### src/rtl/mc_pkg.sv
// Shared encodings for the multi-cycle controller, ALU and datapath:
// state names, opcode/funct values, mux/ALU select codes and the control word.
package mc_pkg;

    typedef enum logic [3:0] {
        ST_INIT    = 4'd0,
        ST_FETCH   = 4'd1,
        ST_DECODE  = 4'd2,
        ST_MEM_ADR = 4'd3,
        ST_MEM_RD  = 4'd4,
        ST_MEM_WB  = 4'd5,
        ST_MEM_WR  = 4'd6,
        ST_EXEC    = 4'd7,
        ST_ALU_WB  = 4'd8,
        ST_BRANCH  = 4'd9,
        ST_JUMP    = 4'd10
    } state_t;

    localparam logic [5:0] OP_RTYPE = 6'b000000;
    localparam logic [5:0] OP_LW    = 6'b100011;
    localparam logic [5:0] OP_SW    = 6'b101011;
    localparam logic [5:0] OP_BEQ   = 6'b000100;
    localparam logic [5:0] OP_J     = 6'b000010;
    localparam logic [5:0] OP_ORI   = 6'b001101;
    localparam logic [5:0] OP_LUI   = 6'b001111;

    localparam logic [5:0] FN_ADDU  = 6'b100001;
    localparam logic [5:0] FN_SUBU  = 6'b100011;

    typedef enum logic [1:0] {
        ALU_ADD = 2'b00,
        ALU_SUB = 2'b01,
        ALU_OR  = 2'b10
    } alu_op_t;

    typedef enum logic [1:0] {
        SRCB_REG     = 2'b00,
        SRCB_FOUR    = 2'b01,
        SRCB_IMM     = 2'b10,
        SRCB_IMM_SH2 = 2'b11
    } alu_src_b_t;

    typedef enum logic [1:0] {
        EXT_ZERO = 2'b00,
        EXT_SIGN = 2'b01,
        EXT_LUI  = 2'b10
    } ext_op_t;

    typedef enum logic [1:0] {
        PCSRC_ALU    = 2'b00,
        PCSRC_ALUOUT = 2'b01,
        PCSRC_JUMP   = 2'b10
    } pc_source_t;

    typedef enum logic [2:0] {
        CLS_MEM     = 3'd0,
        CLS_ALU     = 3'd1,
        CLS_BRANCH  = 3'd2,
        CLS_JUMP    = 3'd3,
        CLS_ILLEGAL = 3'd4
    } instr_class_t;

    typedef struct packed {
        logic       pc_write;
        logic       pc_write_cond;
        logic       i_or_d;
        logic       mem_read;
        logic       mem_write;
        logic       ir_write;
        logic       reg_dst;
        logic       mem_to_reg;
        logic       reg_write;
        logic       alu_src_a;
        alu_src_b_t alu_src_b;
        ext_op_t    ext_op;
        alu_op_t    alu_op;
        pc_source_t pc_source;
        logic       illegal;
    } ctrl_word_t;

    // Anything not in the supported subset (including R-type with other funct codes) is illegal.
    function automatic instr_class_t classify(input logic [5:0] opcode, input logic [5:0] funct);
        instr_class_t cls;
        cls = CLS_ILLEGAL;
        case (opcode)
            OP_RTYPE: begin
                if (funct == FN_ADDU || funct == FN_SUBU) begin
                    cls = CLS_ALU;
                end
            end
            OP_ORI, OP_LUI: cls = CLS_ALU;
            OP_LW, OP_SW:   cls = CLS_MEM;
            OP_BEQ:         cls = CLS_BRANCH;
            OP_J:           cls = CLS_JUMP;
            default:        cls = CLS_ILLEGAL;
        endcase
        return cls;
    endfunction

endpackage

### src/rtl/mc_ctrl_decode.sv
// Combinational control-word decode: state plus the fields of the current IR
// (and mem_ready for the FETCH-time PC/IR load) to every datapath strobe and select.
module mc_ctrl_decode
    import mc_pkg::*;
(
    input  state_t     state,
    input  logic [5:0] opcode,
    input  logic [5:0] funct,
    input  logic       mem_ready,
    output ctrl_word_t cw
);

    always_comb begin
        cw = '0;
        case (state)
            ST_FETCH: begin
                cw.mem_read  = 1'b1;
                cw.alu_src_b = SRCB_FOUR;
                cw.pc_write  = mem_ready;
                cw.ir_write  = mem_ready;
            end
            ST_DECODE: begin
                cw.alu_src_b = SRCB_IMM_SH2;
                cw.ext_op    = EXT_SIGN;
                cw.illegal   = (classify(opcode, funct) == CLS_ILLEGAL);
            end
            ST_MEM_ADR: begin
                cw.alu_src_a = 1'b1;
                cw.alu_src_b = SRCB_IMM;
                cw.ext_op    = EXT_SIGN;
            end
            ST_MEM_RD: begin
                cw.mem_read = 1'b1;
                cw.i_or_d   = 1'b1;
            end
            ST_MEM_WB: begin
                cw.reg_write  = 1'b1;
                cw.mem_to_reg = 1'b1;
            end
            ST_MEM_WR: begin
                cw.mem_write = 1'b1;
                cw.i_or_d    = 1'b1;
            end
            ST_EXEC: begin
                cw.alu_src_a = 1'b1;
                // Only addu/subu/ori/lui can reach EXEC, so the R-type case only needs funct to pick sub.
                case (opcode)
                    OP_ORI: begin
                        cw.alu_src_b = SRCB_IMM;
                        cw.ext_op    = EXT_ZERO;
                        cw.alu_op    = ALU_OR;
                    end
                    OP_LUI: begin
                        cw.alu_src_b = SRCB_IMM;
                        cw.ext_op    = EXT_LUI;
                        cw.alu_op    = ALU_ADD;
                    end
                    default: begin
                        cw.alu_src_b = SRCB_REG;
                        cw.alu_op    = (funct == FN_SUBU) ? ALU_SUB : ALU_ADD;
                    end
                endcase
            end
            ST_ALU_WB: begin
                cw.reg_write = 1'b1;
                cw.reg_dst   = (opcode == OP_RTYPE);
            end
            ST_BRANCH: begin
                cw.alu_src_a     = 1'b1;
                cw.alu_src_b     = SRCB_REG;
                cw.alu_op        = ALU_SUB;
                cw.pc_write_cond = 1'b1;
                cw.pc_source     = PCSRC_ALUOUT;
            end
            ST_JUMP: begin
                cw.pc_write  = 1'b1;
                cw.pc_source = PCSRC_JUMP;
            end
            default: cw = '0;
        endcase
    end

endmodule

### src/rtl/mc_control_fsm.sv
// Multi-cycle main controller: state register, instruction-class dispatch,
// memory-ready stalls and the retired-instruction counter.
module mc_control_fsm
    import mc_pkg::*;
#(
    parameter int CNT_W = 32
)
(
    input  logic             clk,
    input  logic             rst_n,
    input  logic [5:0]       opcode,
    input  logic [5:0]       funct,
    input  logic             zero,
    input  logic             mem_ready,
    output logic             PCWrite,
    output logic             PCWriteCond,
    output logic             IorD,
    output logic             MemRead,
    output logic             MemWrite,
    output logic             IRWrite,
    output logic             RegDst,
    output logic             MemtoReg,
    output logic             RegWrite,
    output logic             ALUSrcA,
    output logic [1:0]       ALUSrcB,
    output logic [1:0]       ExtOp,
    output logic [1:0]       ALUOp,
    output logic [1:0]       PCSource,
    output logic             illegal,
    output logic [CNT_W-1:0] retired
);

    state_t           state_q;
    state_t           state_d;
    ctrl_word_t       cw;
    instr_class_t     cls;
    logic             retire;
    logic [CNT_W-1:0] retired_q;

    // The beq decision is taken in the datapath via PCWriteCond; zero is carried for interface symmetry.
    logic unused_zero;
    assign unused_zero = zero;

    assign cls = classify(opcode, funct);

    always_ff @(posedge clk or negedge rst_n) begin
        if (!rst_n) begin
            state_q <= ST_INIT;
        end else begin
            state_q <= state_d;
        end
    end

    always_comb begin
        state_d = state_q;
        case (state_q)
            ST_INIT:    state_d = ST_FETCH;
            ST_FETCH:   state_d = mem_ready ? ST_DECODE : ST_FETCH;
            ST_DECODE: begin
                case (cls)
                    CLS_MEM:    state_d = ST_MEM_ADR;
                    CLS_ALU:    state_d = ST_EXEC;
                    CLS_BRANCH: state_d = ST_BRANCH;
                    CLS_JUMP:   state_d = ST_JUMP;
                    default:    state_d = ST_FETCH;
                endcase
            end
            ST_MEM_ADR: state_d = (opcode == OP_LW) ? ST_MEM_RD : ST_MEM_WR;
            ST_MEM_RD:  state_d = mem_ready ? ST_MEM_WB : ST_MEM_RD;
            ST_MEM_WB:  state_d = ST_FETCH;
            ST_MEM_WR:  state_d = mem_ready ? ST_FETCH : ST_MEM_WR;
            ST_EXEC:    state_d = ST_ALU_WB;
            ST_ALU_WB:  state_d = ST_FETCH;
            ST_BRANCH:  state_d = ST_FETCH;
            ST_JUMP:    state_d = ST_FETCH;
            default:    state_d = ST_INIT;
        endcase
    end

    // Count on the final cycle of each legal instruction; illegal ones fall out of DECODE uncounted.
    always_comb begin
        retire = 1'b0;
        case (state_q)
            ST_MEM_WB, ST_ALU_WB, ST_BRANCH, ST_JUMP: retire = 1'b1;
            ST_MEM_WR:                                retire = mem_ready;
            default:                                  retire = 1'b0;
        endcase
    end

    always_ff @(posedge clk or negedge rst_n) begin
        if (!rst_n) begin
            retired_q <= '0;
        end else if (retire) begin
            retired_q <= retired_q + CNT_W'(1);
        end
    end

    mc_ctrl_decode u_decode (
        .state     (state_q),
        .opcode    (opcode),
        .funct     (funct),
        .mem_ready (mem_ready),
        .cw        (cw)
    );

    assign PCWrite     = cw.pc_write;
    assign PCWriteCond = cw.pc_write_cond;
    assign IorD        = cw.i_or_d;
    assign MemRead     = cw.mem_read;
    assign MemWrite    = cw.mem_write;
    assign IRWrite     = cw.ir_write;
    assign RegDst      = cw.reg_dst;
    assign MemtoReg    = cw.mem_to_reg;
    assign RegWrite    = cw.reg_write;
    assign ALUSrcA     = cw.alu_src_a;
    assign ALUSrcB     = cw.alu_src_b;
    assign ExtOp       = cw.ext_op;
    assign ALUOp       = cw.alu_op;
    assign PCSource    = cw.pc_source;
    assign illegal     = cw.illegal;
    assign retired     = retired_q;

endmodule
### config.mk
export PLATFORM = sky130hd
export DESIGN_NAME = mc_control_fsm
export DESIGN_NICKNAME = d
export VERILOG_FILES = /design/src/rtl/mc_pkg.sv /design/src/rtl/mc_ctrl_decode.sv /design/src/rtl/mc_control_fsm.sv
export SDC_FILE = /design/constraint.sdc
export NUM_CORES = 1
export LEC_CHECK = 0
export BUFFER_PORTS_ARGS = -buffer_cell sky130_fd_sc_hd__buf_2
export CAP_MARGIN = 15
export CELL_PAD_IN_SITES_DETAIL_PLACEMENT = 0
export CELL_PAD_IN_SITES_GLOBAL_PLACEMENT = 1
export CORE_UTILIZATION = 40
export CTS_CLUSTER_SIZE = 12
export DETAILED_ROUTE_END_ITERATION = 10
export PLACE_DENSITY = 0.91
export SYNTH_ARGS = -nofsm -noshare
export SYNTH_HDL_FRONTEND = slang
export SYNTH_SLANG_ARGS = --single-unit
### constraint.sdc
create_clock -name clk -period 3.56 [get_ports clk]
set_input_delay 0.534 -clock clk [delete_from_list [all_inputs] [get_ports clk]]
set_output_delay 0.534 -clock clk [all_outputs]
set_load 0.02 [all_outputs]
==> flow_metrics.env, run 1 <==
export IMPL_synth_distinct_cells=43
export IMPL_power_switching_uw=539.3
export IMPL_hold_violations=0
export IMPL_critPathKind="reg2reg"
export IMPL_drv_cap=0
export IMPL_postCtsHoldBufs=0
export IMPL_synth_main_ff_cell="dfrtp_1"
export IMPL_reg2regPathDepth=5
export IMPL_async_reset_ff_frac=1.000
export IMPL_synth_xor_area_share=0.1405
export IMPL_synth_cells=221
export IMPL_syn_area_per_cell_sq_um=9.308
export IMPL_yosys_area_share_adder=0.006083
export IMPL_reg2reg_slack_ps=880
export IMPL_startpoint_type="flop"
export IMPL_cts_tree="done"
export IMPL_worst_skew_pair_late_latency_ps=280
export IMPL_rsz0062_at_grt="no"
export IMPL_dp_hpwl_mm=3.377
export IMPL_drt_iter0_markers=152
export IMPL_io_pins=67
export IMPL_final_period_utilization=0.7514
export IMPL_clk_pin_slew_worst_paths_ps=70
export IMPL_synth_compound_area_frac=0.08881
export IMPL_antenna_left=0
export IMPL_final_nets=302
export IMPL_peakVddDrop_uv=353.0
export IMPL_grt_pass1_vias=1659
export IMPL_die_w_microns=73.71
export IMPL_post_cts_buffers=0
export IMPL_timing_hold_ws_ps=324.3
export IMPL_seq_area_frac_synth=0.4380
export IMPL_drt_pass1_iter_count=4
export IMPL_fin_tns_setup_ps=0
export IMPL_syn_nets=238
export IMPL_skew_ps=7.687
export IMPL_total_power_mw=1.396
export IMPL_power_frac_clock=0.254
export IMPL_netlist_area_sq_um=2057
export IMPL_antenna_cells=0
export IMPL_slew_viol_final=0
export IMPL_viasPerCell=5.176
export IMPL_wl_per_cell_microns=13.23
export IMPL_fin_ws_ps=884.9
export IMPL_synth_top_family_by_area="simple AND/OR/NAND/NOR gates"
export IMPL_cts_root_buf="clkbuf_8"
export IMPL_grt_max_degree=37
export IMPL_min_period_ps=2675
export IMPL_dieArea_sq_um=5433
export IMPL_run_status="finished clean"
export IMPL_synth_seq_cells=36
export IMPL_crit_reg2reg_launch="state_q[2]"
export IMPL_p_int_uw=856.4
export IMPL_grt_total_usage=0.1839
export IMPL_comb_power_share=0.359
export IMPL_stdcell_count=353
export IMPL_grt_pass1_wl_mm=7.645
export IMPL_place_ws_ps=885.2
export IMPL_critPathRequiredTime_ps=3760
export IMPL_clock_sinks=36
export IMPL_synth_simple_area_share=0.2749
export IMPL_overflow=0
export IMPL_synth_area_mux_share=0.005474
export IMPL_portBuffers=65
export IMPL_start_util=0.4243
export IMPL_max_slew_worst_pin_slew_ps=791.0
export IMPL_synth_edf_count=0
export IMPL_drive_gt1_frac=0.2867
export IMPL_drcViolationCount=0
export IMPL_core_sq_um=4848
export IMPL_num_rows=25
export IMPL_dieHeight_microns=73.71
export IMPL_wirelength_mm=4.671
export IMPL_cts_resized=0
export IMPL_n_fill_cell=463
export IMPL_h_tree_depth=2
export IMPL_cts_buffers=5
export IMPL_rr_endpoint="retired[27]"
export IMPL_vias=1827
export IMPL_hold_path_class="in2async"
export IMPL_worst_setup_path_end_kind="flop"
export IMPL_ys_warn_count=0
export IMPL_setup_viol=0
export IMPL_fmax_mhz=373.8
export IMPL_cts_buffer_depth=2
export IMPL_leakagePower_nw=1.183
export IMPL_layout_common_cells="buf_2, dfrtp_1, nor2_1, nand2_1, xnor2_1"
export IMPL_seq_power_share=0.386
export IMPL_swShare=0.3864
export IMPL_place_gp_congestion=0.7550
export IMPL_synthToLayoutAreaGrowth_pct=23.42
export IMPL_slew_headroom=0.4727
export IMPL_antenna_found_initial=0
export IMPL_dpl_cell_count=345
export IMPL_worstPathArrival_ps=2870
export IMPL_cp_max_fo=20
export IMPL_final_common_cell="buf_2"
export IMPL_power_density_nw_per_um2=549.8
[kinds of logic after synthesis]
| logic type | count (synthesis) |
|---|---|
| AND/OR/NAND/NOR | 103 |
| flip-flops | 36 |
| XOR/XNOR | 33 |
| AO/OA/AOI/OAI | 26 |
| buffers and inverters | 21 |
| multiplexers | 1 |
| adder cells (fa/ha/maj) | 1 |
[cell type report]
type / instances / area (sq um) / area share
multi-input cells: 164 / 1061 / 0.4179
clock inverters: 3 / 42.54 / 0.01676
repair buffers: 67 / 340.3 / 0.1341
well taps: 67 / 83.83 / 0.03302
inverters: 11 / 41.29 / 0.01626
clock buffers: 5 / 68.82 / 0.02711
flip-flops and latches: 36 / 900.9 / 0.3549
[registers in the layout, indices dropped and copies added, names as in the netlist]
register / count
state_q: 4
retired: 32
[cells in the mapped netlist, types with 4 or more instances]
master	count	area share
a21oi_1	8	0.019
clkbuf_1	5	0.0091
dfrtp_1	36	0.44
inv_1	11	0.020
nand2_1	21	0.038
nand2b_1	6	0.018
nand3_1	6	0.015
nand4_1	10	0.030
nor2_1	25	0.046
nor3_1	9	0.022
nor4_1	9	0.027
o21ai_0	4	0.0097
xnor2_1	17	0.072
xor2_1	16	0.068
[per-stage QoR]
step | cell area (sq um) | util
3_3_place_gp | 2427 | 0.5006
2_1_floorplan | 2057 | -
3_5_place_dp | 2427 | 0.5006
5_1_grt | 2539 | 0.5236
6_report | 2539 | 0.5236
4_1_cts | 2539 | 0.5236
[worst max-delay path, cell delays in order, from the launching register on]
cell and delay, ps:
dfrtp_1 580, nand2b_1 410, a211o_1 350, a2111o_1 650, nor4_1 400, xor2_1 190
[worst max path at each step]
stage	start	endpoint	slack, ps	cells past startpoint
after floorplan	opcode[5]	RegDst	1420	2
after global placement	state_q[2]	retired[27]	910	5
after detailed placement	state_q[2]	retired[27]	890	5
after CTS	state_q[2]	retired[27]	860	5
after global routing	state_q[2]	retired[27]	760	5
final	state_q[2]	retired[27]	880	5
[power by group through the flow]
stage	Clock, mW	Sequential [mW]	Combinational [mW]
final	0.355	0.539	0.501
after global routing	0.381	0.549	0.555
after CTS	0.363	0.538	0.507
after detailed placement	0	0.546	0.505
after global placement	0	0.544	0.497
after floorplan	0	0.536	0.362
[layer usage]
| metal | vias up | track usage | routed length (microns) | part of all wire |
|---|---|---|---|---|
| li1 | 909 | - | - | - |
| met1 | 880 | 0.2515 | 2213 | 0.47 |
| met2 | 33 | 0.2936 | 2248 | 0.48 |
| met3 | 5 | 0.03567 | 155 | 0.033 |
| met4 | 0 | 0.05769 | 53 | 0.011 |
| met5 | - | 0 | 0 | 0 |
Note: power is estimated with default switching activity, not from simulation.
==> run 2: changes to the inputs <==
--- a/config.mk
+++ b/config.mk
@@ -9,10 +9,10 @@
 export CAP_MARGIN = 15
 export CELL_PAD_IN_SITES_DETAIL_PLACEMENT = 0
 export CELL_PAD_IN_SITES_GLOBAL_PLACEMENT = 1
-export CORE_UTILIZATION = 40
+export CORE_UTILIZATION = 37
 export CTS_CLUSTER_SIZE = 12
 export DETAILED_ROUTE_END_ITERATION = 10
-export PLACE_DENSITY = 0.91
+export PLACE_DENSITY = 0.86
 export SYNTH_ARGS = -nofsm -noshare
 export SYNTH_HDL_FRONTEND = slang
 export SYNTH_SLANG_ARGS = --single-unit
==> constraint.sdc (replaced) <==
create_clock -name clk -period 2.81 [get_ports clk]
set_input_delay 0.4215 -clock clk [delete_from_list [all_inputs] [get_ports clk]]
set_output_delay 0.4215 -clock clk [all_outputs]
set_load 0.02 [all_outputs]
==> flow_metrics.env, run 2 (synthesis gave the netlist of run 1 again) <==
export IMPL_drt_iter0_markers=113
export IMPL_die_w_microns=76.56
export IMPL_wirelength_mm=4.693
export IMPL_run_status="finished clean"
export IMPL_fmax_mhz=442.7
export IMPL_hold_violations=0
export IMPL_grt_pass1_vias=1715
export IMPL_slew_viol_final=0
export IMPL_met1_length_mm=2.249
export IMPL_layout_common_cells="buf_2, dfrtp_1, nor2_1, nand2_1, xnor2_1"
export IMPL_highest_layer="met4"
export IMPL_met3_length_microns=204
export IMPL_h_tree_depth=2
export IMPL_leakagePower_nw=1.204
export IMPL_antenna_found_initial=0
export IMPL_wl_per_cell_microns=13.04
export IMPL_overflow=0
export IMPL_setup_viol=0
export IMPL_num_rows=26
export IMPL_dpl_cell_count=352
export IMPL_worst_skew_pair_late_latency_ps=290
export IMPL_antenna_cells=0
export IMPL_final_nets=306
export IMPL_rsz0062_at_grt="no"
export IMPL_worst_setup_path_end_kind="output pin"
export IMPL_dr_wl_met2_mm=2.221
export IMPL_drt_pass1_iter_count=4
export IMPL_skew_ps=9.323
export IMPL_critPathKind="reg2out"
export IMPL_place_ws_ps=502.9
export IMPL_total_power_mw=1.790
export IMPL_drive_gt1_frac=0.2931
export IMPL_crit_reg2reg_launch="state_q[3]"
export IMPL_dpl_cell_area_sq_um=2461
export IMPL_cts_buffer_depth=2
export IMPL_cp_max_fo=19
export IMPL_fin_area_sq_um=2569
export IMPL_max_slew_worst_pin_slew_ps=1042
export IMPL_clock_sinks=36
export IMPL_vias=1827
export IMPL_drcViolationCount=0
export IMPL_dieHeight_microns=76.56
export IMPL_peakVddDrop_uv=268.8
export IMPL_clk_pin_slew_worst_paths_ps=80
export IMPL_viasPerCell=5.075
export IMPL_fin_tns_setup_ps=0
export IMPL_core_sq_um=5238
export IMPL_power_density_nw_per_um2=696.9
export IMPL_post_cts_buffers=0
export IMPL_cts_root_buf="clkbuf_8"
export IMPL_synthToLayoutAreaGrowth_pct=24.88
export IMPL_critPathRequiredTime_ps=2390
export IMPL_worstPathArrival_ps=1840
export IMPL_final_common_cell="buf_2"
export IMPL_place_gp_congestion=0.7290
export IMPL_postCtsHoldBufs=0
export IMPL_cts_tree="done"
export IMPL_min_period_ps=2259
export IMPL_portBuffers=65
export IMPL_antenna_left=0
export IMPL_final_util=0.4904
export IMPL_cts_resized=0
export IMPL_startpoint_type="flop"
export IMPL_hold_path_class="in2async"
export IMPL_grt_total_usage=0.1707
export IMPL_drv_cap=0
export IMPL_largest_reg_flops=32
export IMPL_final_period_utilization=0.8038
export IMPL_slew_headroom=0.3021
export IMPL_timing_hold_ws_ps=204.1
export IMPL_start_util=0.3927
export IMPL_cts_buffers=5
export IMPL_dieArea_sq_um=5861
export IMPL_cp_startpoint="state_q[0]"
export IMPL_io_pins=67
export IMPL_fin_ws_ps=551.2
export IMPL_grt_max_degree=37
export IMPL_grt_pass1_wl_mm=8.066
export IMPL_dp_hpwl_mm=3.437
export IMPL_stdcell_count=360
run 2: changes by cell type in the layout (fill, tap and decap cells not counted), sizes merged:
| cell | change |
|---|---|
| buf | +4 |
| clkbuf | +1 |
| clkinvlp | -1 |
run 2: final timing paths:
kind | slack [ps] | endpoint | cells after the start
worst max-delay path | 550 | illegal | 5
worst min-delay path | 200 | retired[29] | 1
worst max register to register | 580 | retired[27] | 5
worst min register to register | 460 | retired[31] | 1
max in group asynchronous | 2090 | retired[12] | 1
min in group clk | 460 | retired[31] | 1
run 2: layout make-up:
type / count / area [sq um]
Multi-Input combinational cell: 164 / 1061
Tap cell: 70 / 87.58
Fill cell: 525 / 2669
Clock buffer: 6 / 72.57
Inverter: 11 / 41.29
Sequential cell: 36 / 900.9
Timing Repair Buffer: 71 / 370.4
Clock inverter: 2 / 35.03
run 2: layer usage:
metal  vias up  track usage
met5         -            0
met4         0      0.04808
met3         2      0.04431
met2        45       0.2766
met1       869       0.2241
li1        911            -
run 2: worst max-delay path, cell delays in order, from the launching register on:
cell and delay, ps:
dfrtp_1 390, buf_4 200, nand2b_1 220, or3_1 390, nor3_1 160, buf_2 190
run 2: where the power goes:
part	switching, mW	total, mW	internal [mW]
logic	0.433	0.703	0.270
registers	0.0619	0.637	0.575
clock network	0.187	0.450	0.263
==> run 3: changes to the inputs <==
--- a/config.mk
+++ b/config.mk
@@ -9,10 +9,10 @@
 export CAP_MARGIN = 15
 export CELL_PAD_IN_SITES_DETAIL_PLACEMENT = 0
 export CELL_PAD_IN_SITES_GLOBAL_PLACEMENT = 1
-export CORE_UTILIZATION = 37
+export CORE_UTILIZATION = 34
 export CTS_CLUSTER_SIZE = 12
 export DETAILED_ROUTE_END_ITERATION = 10
-export PLACE_DENSITY = 0.86
+export PLACE_DENSITY = 0.83
 export SYNTH_ARGS = -nofsm -noshare
 export SYNTH_HDL_FRONTEND = slang
 export SYNTH_SLANG_ARGS = --single-unit
==> constraint.sdc (replaced) <==
create_clock -name clk -period 2 [get_ports clk]
set_input_delay 0.3 -clock clk [delete_from_list [all_inputs] [get_ports clk]]
set_output_delay 0.3 -clock clk [all_outputs]
set_load 0.02 [all_outputs]
==> flow_metrics.env, run 3 (synthesis gave the netlist of run 1 again) <==
export IMPL_worst_skew_pair_late_latency_ps=280
export IMPL_portBuffers=65
export IMPL_final_period_utilization=1.046
export IMPL_cp_cell_sequence="nand3b_1, a211o_1, a2111o_1, buf_12, nor4_4, xor2_1"
export IMPL_clk_pin_slew_worst_paths_ps=70
export IMPL_grt_pass1_wl_mm=8.438
export IMPL_synthToLayoutAreaGrowth_pct=36.62
export IMPL_dieHeight_microns=79.78
export IMPL_core_sq_um=5675
export IMPL_worstPathArrival_ps=2290
export IMPL_start_util=0.3624
export IMPL_io_pins=67
export IMPL_multiInputGateArea_sq_um=1157
export IMPL_skew_ps=7.229
export IMPL_hold_violations=0
export IMPL_overflow=0
export IMPL_worst_path_dominant_cell_family="compound AO/OA/AOI/OAI gates"
export IMPL_num_rows=27
export IMPL_critPathRequiredTime_ps=2200
export IMPL_run_status="finished with violations"
export IMPL_layout_common_cells="buf_2, dfrtp_1, nor2_1, buf_4, nand2_1"
export IMPL_dieArea_sq_um=6365
export IMPL_worst_path_buf_inv=1
export IMPL_antenna_found_initial=0
export IMPL_fin_tns_setup_ps=-315.7
export IMPL_rsz0062_at_grt="yes"
export IMPL_leakagePower_nw=1.320
export IMPL_stdcell_count=379
export IMPL_final_nets=323
export IMPL_postCtsHoldBufs=0
export IMPL_dpl_cell_area_sq_um=2566
export IMPL_n_fill_cell=578
export IMPL_power_density_nw_per_um2=919.0
export IMPL_place_gp_congestion=0.7474
export IMPL_grt_pass1_vias=1815
export IMPL_clock_sinks=36
export IMPL_slowest_stage="a2111o_1"
export IMPL_drcViolationCount=0
export IMPL_die_w_microns=79.78
export IMPL_largest_reg_flops=32
export IMPL_worst_setup_path_end_kind="flop"
export IMPL_cts_tree="done"
export IMPL_dp_hpwl_mm=3.606
export IMPL_slew_viol_final=0
export IMPL_final_common_cell="buf_2"
export IMPL_max_stage_delay_ps=500
export IMPL_place_ws_ps=-88.65
export IMPL_cts_root_buf="clkbuf_8"
export IMPL_failed_checks="setup timing"
export IMPL_fmax_mhz=478.1
export IMPL_drive_gt1_frac=0.3746
export IMPL_seq_area_sq_um=900.9
export IMPL_cts_buffer_depth=2
export IMPL_min_period_ps=2092
export IMPL_vias=1889
export IMPL_peakVddDrop_uv=443.7
export IMPL_fin_ws_ps=-91.62
export IMPL_antenna_left=0
export IMPL_antenna_cells=0
export IMPL_dpl_cell_count=366
export IMPL_drt_pass1_iter_count=4
export IMPL_grt_max_degree=37
export IMPL_max_slew_worst_pin_slew_ps=797.4
export IMPL_cp_max_fo=9
export IMPL_cts_buffers=5
export IMPL_total_power_mw=2.582
export IMPL_grt_total_usage=0.1680
export IMPL_startpoint_type="flop"
export IMPL_viasPerCell=4.984
export IMPL_drt_iter0_markers=146
export IMPL_wirelength_mm=5.069
export IMPL_h_tree_depth=2
export IMPL_hold_path_class="in2async"
export IMPL_critPathKind="reg2reg"
export IMPL_wl_per_cell_microns=13.37
export IMPL_slew_headroom=0.4684
export IMPL_fin_area_sq_um=2810
export IMPL_setup_viol=6
export IMPL_drv_cap=0
## run 3: changes by cell type in the layout (fill, tap and decap cells not counted), sizes merged
cell,previous run,this run
buf,71,88
clkbuf,6,8
bufinv,1,0
clkinv,1,0
## run 3: cell type report
class	count	area share
multi-input cells	164	0.4118
flip-flops and latches	36	0.3206
repair buffers	88	0.1888
clock buffers	8	0.03206
well taps	72	0.03206
inverters	11	0.01469
## run 3: repair_timing
| action | in CTS | in global routing |
|---|---|---|
| gates resized for setup | 8 | 16 |
| pin swaps | 2 | 4 |
| setup endpoints to repair | 8 | 22 |
| buffers inserted | 3 | 2 |
| endpoints found under the hold margin | 0 | 0 |
## run 3: path summary, 6_finish.rpt
path	startpoint	endpoint	slack, ps	cells past startpoint
min in group clk	retired[31]	retired[31]	460	1
worst min-delay path	rst_n	retired[10]	100	1
worst max-delay path	state_q[3]	retired[29]	-90	6
max in group asynchronous	rst_n	retired[22]	1390	1
worst min register to register	retired[31]	retired[31]	460	1
worst max register to register	state_q[3]	retired[29]	-90	6
## run 3: per-layer routing
layer | GRT usage | up-vias | share of wire | wire (microns)
met5 | 0 | - | 0 | 0
met4 | 0.03750 | 0 | 0.0049 | 25
met1 | 0.2164 | 899 | 0.45 | 2293
li1 | - | 948 | - | -
met3 | 0.04686 | 5 | 0.052 | 264
met2 | 0.2786 | 37 | 0.49 | 2485
## run 3: per-stage QoR
| step | util | hold slack, ps |
|---|---|---|
| 6_report | 0.4952 | 101.7 |
| 5_1_grt | 0.4952 | 182.0 |
| 4_1_cts | 0.4780 | 133.5 |
| 3_5_place_dp | 0.4522 | 441.8 |
| 3_3_place_gp | 0.4522 | 429.4 |
| 2_1_floorplan | - | 4.409 |
## run 3: power breakdown
part           leakage (nW)  internal (mW)  switching [mW]
Combinational         0.838          0.507           0.683
Sequential            0.436          0.808          0.0615
Clock                0.0455          0.281           0.242
Total                  1.32           1.60           0.987
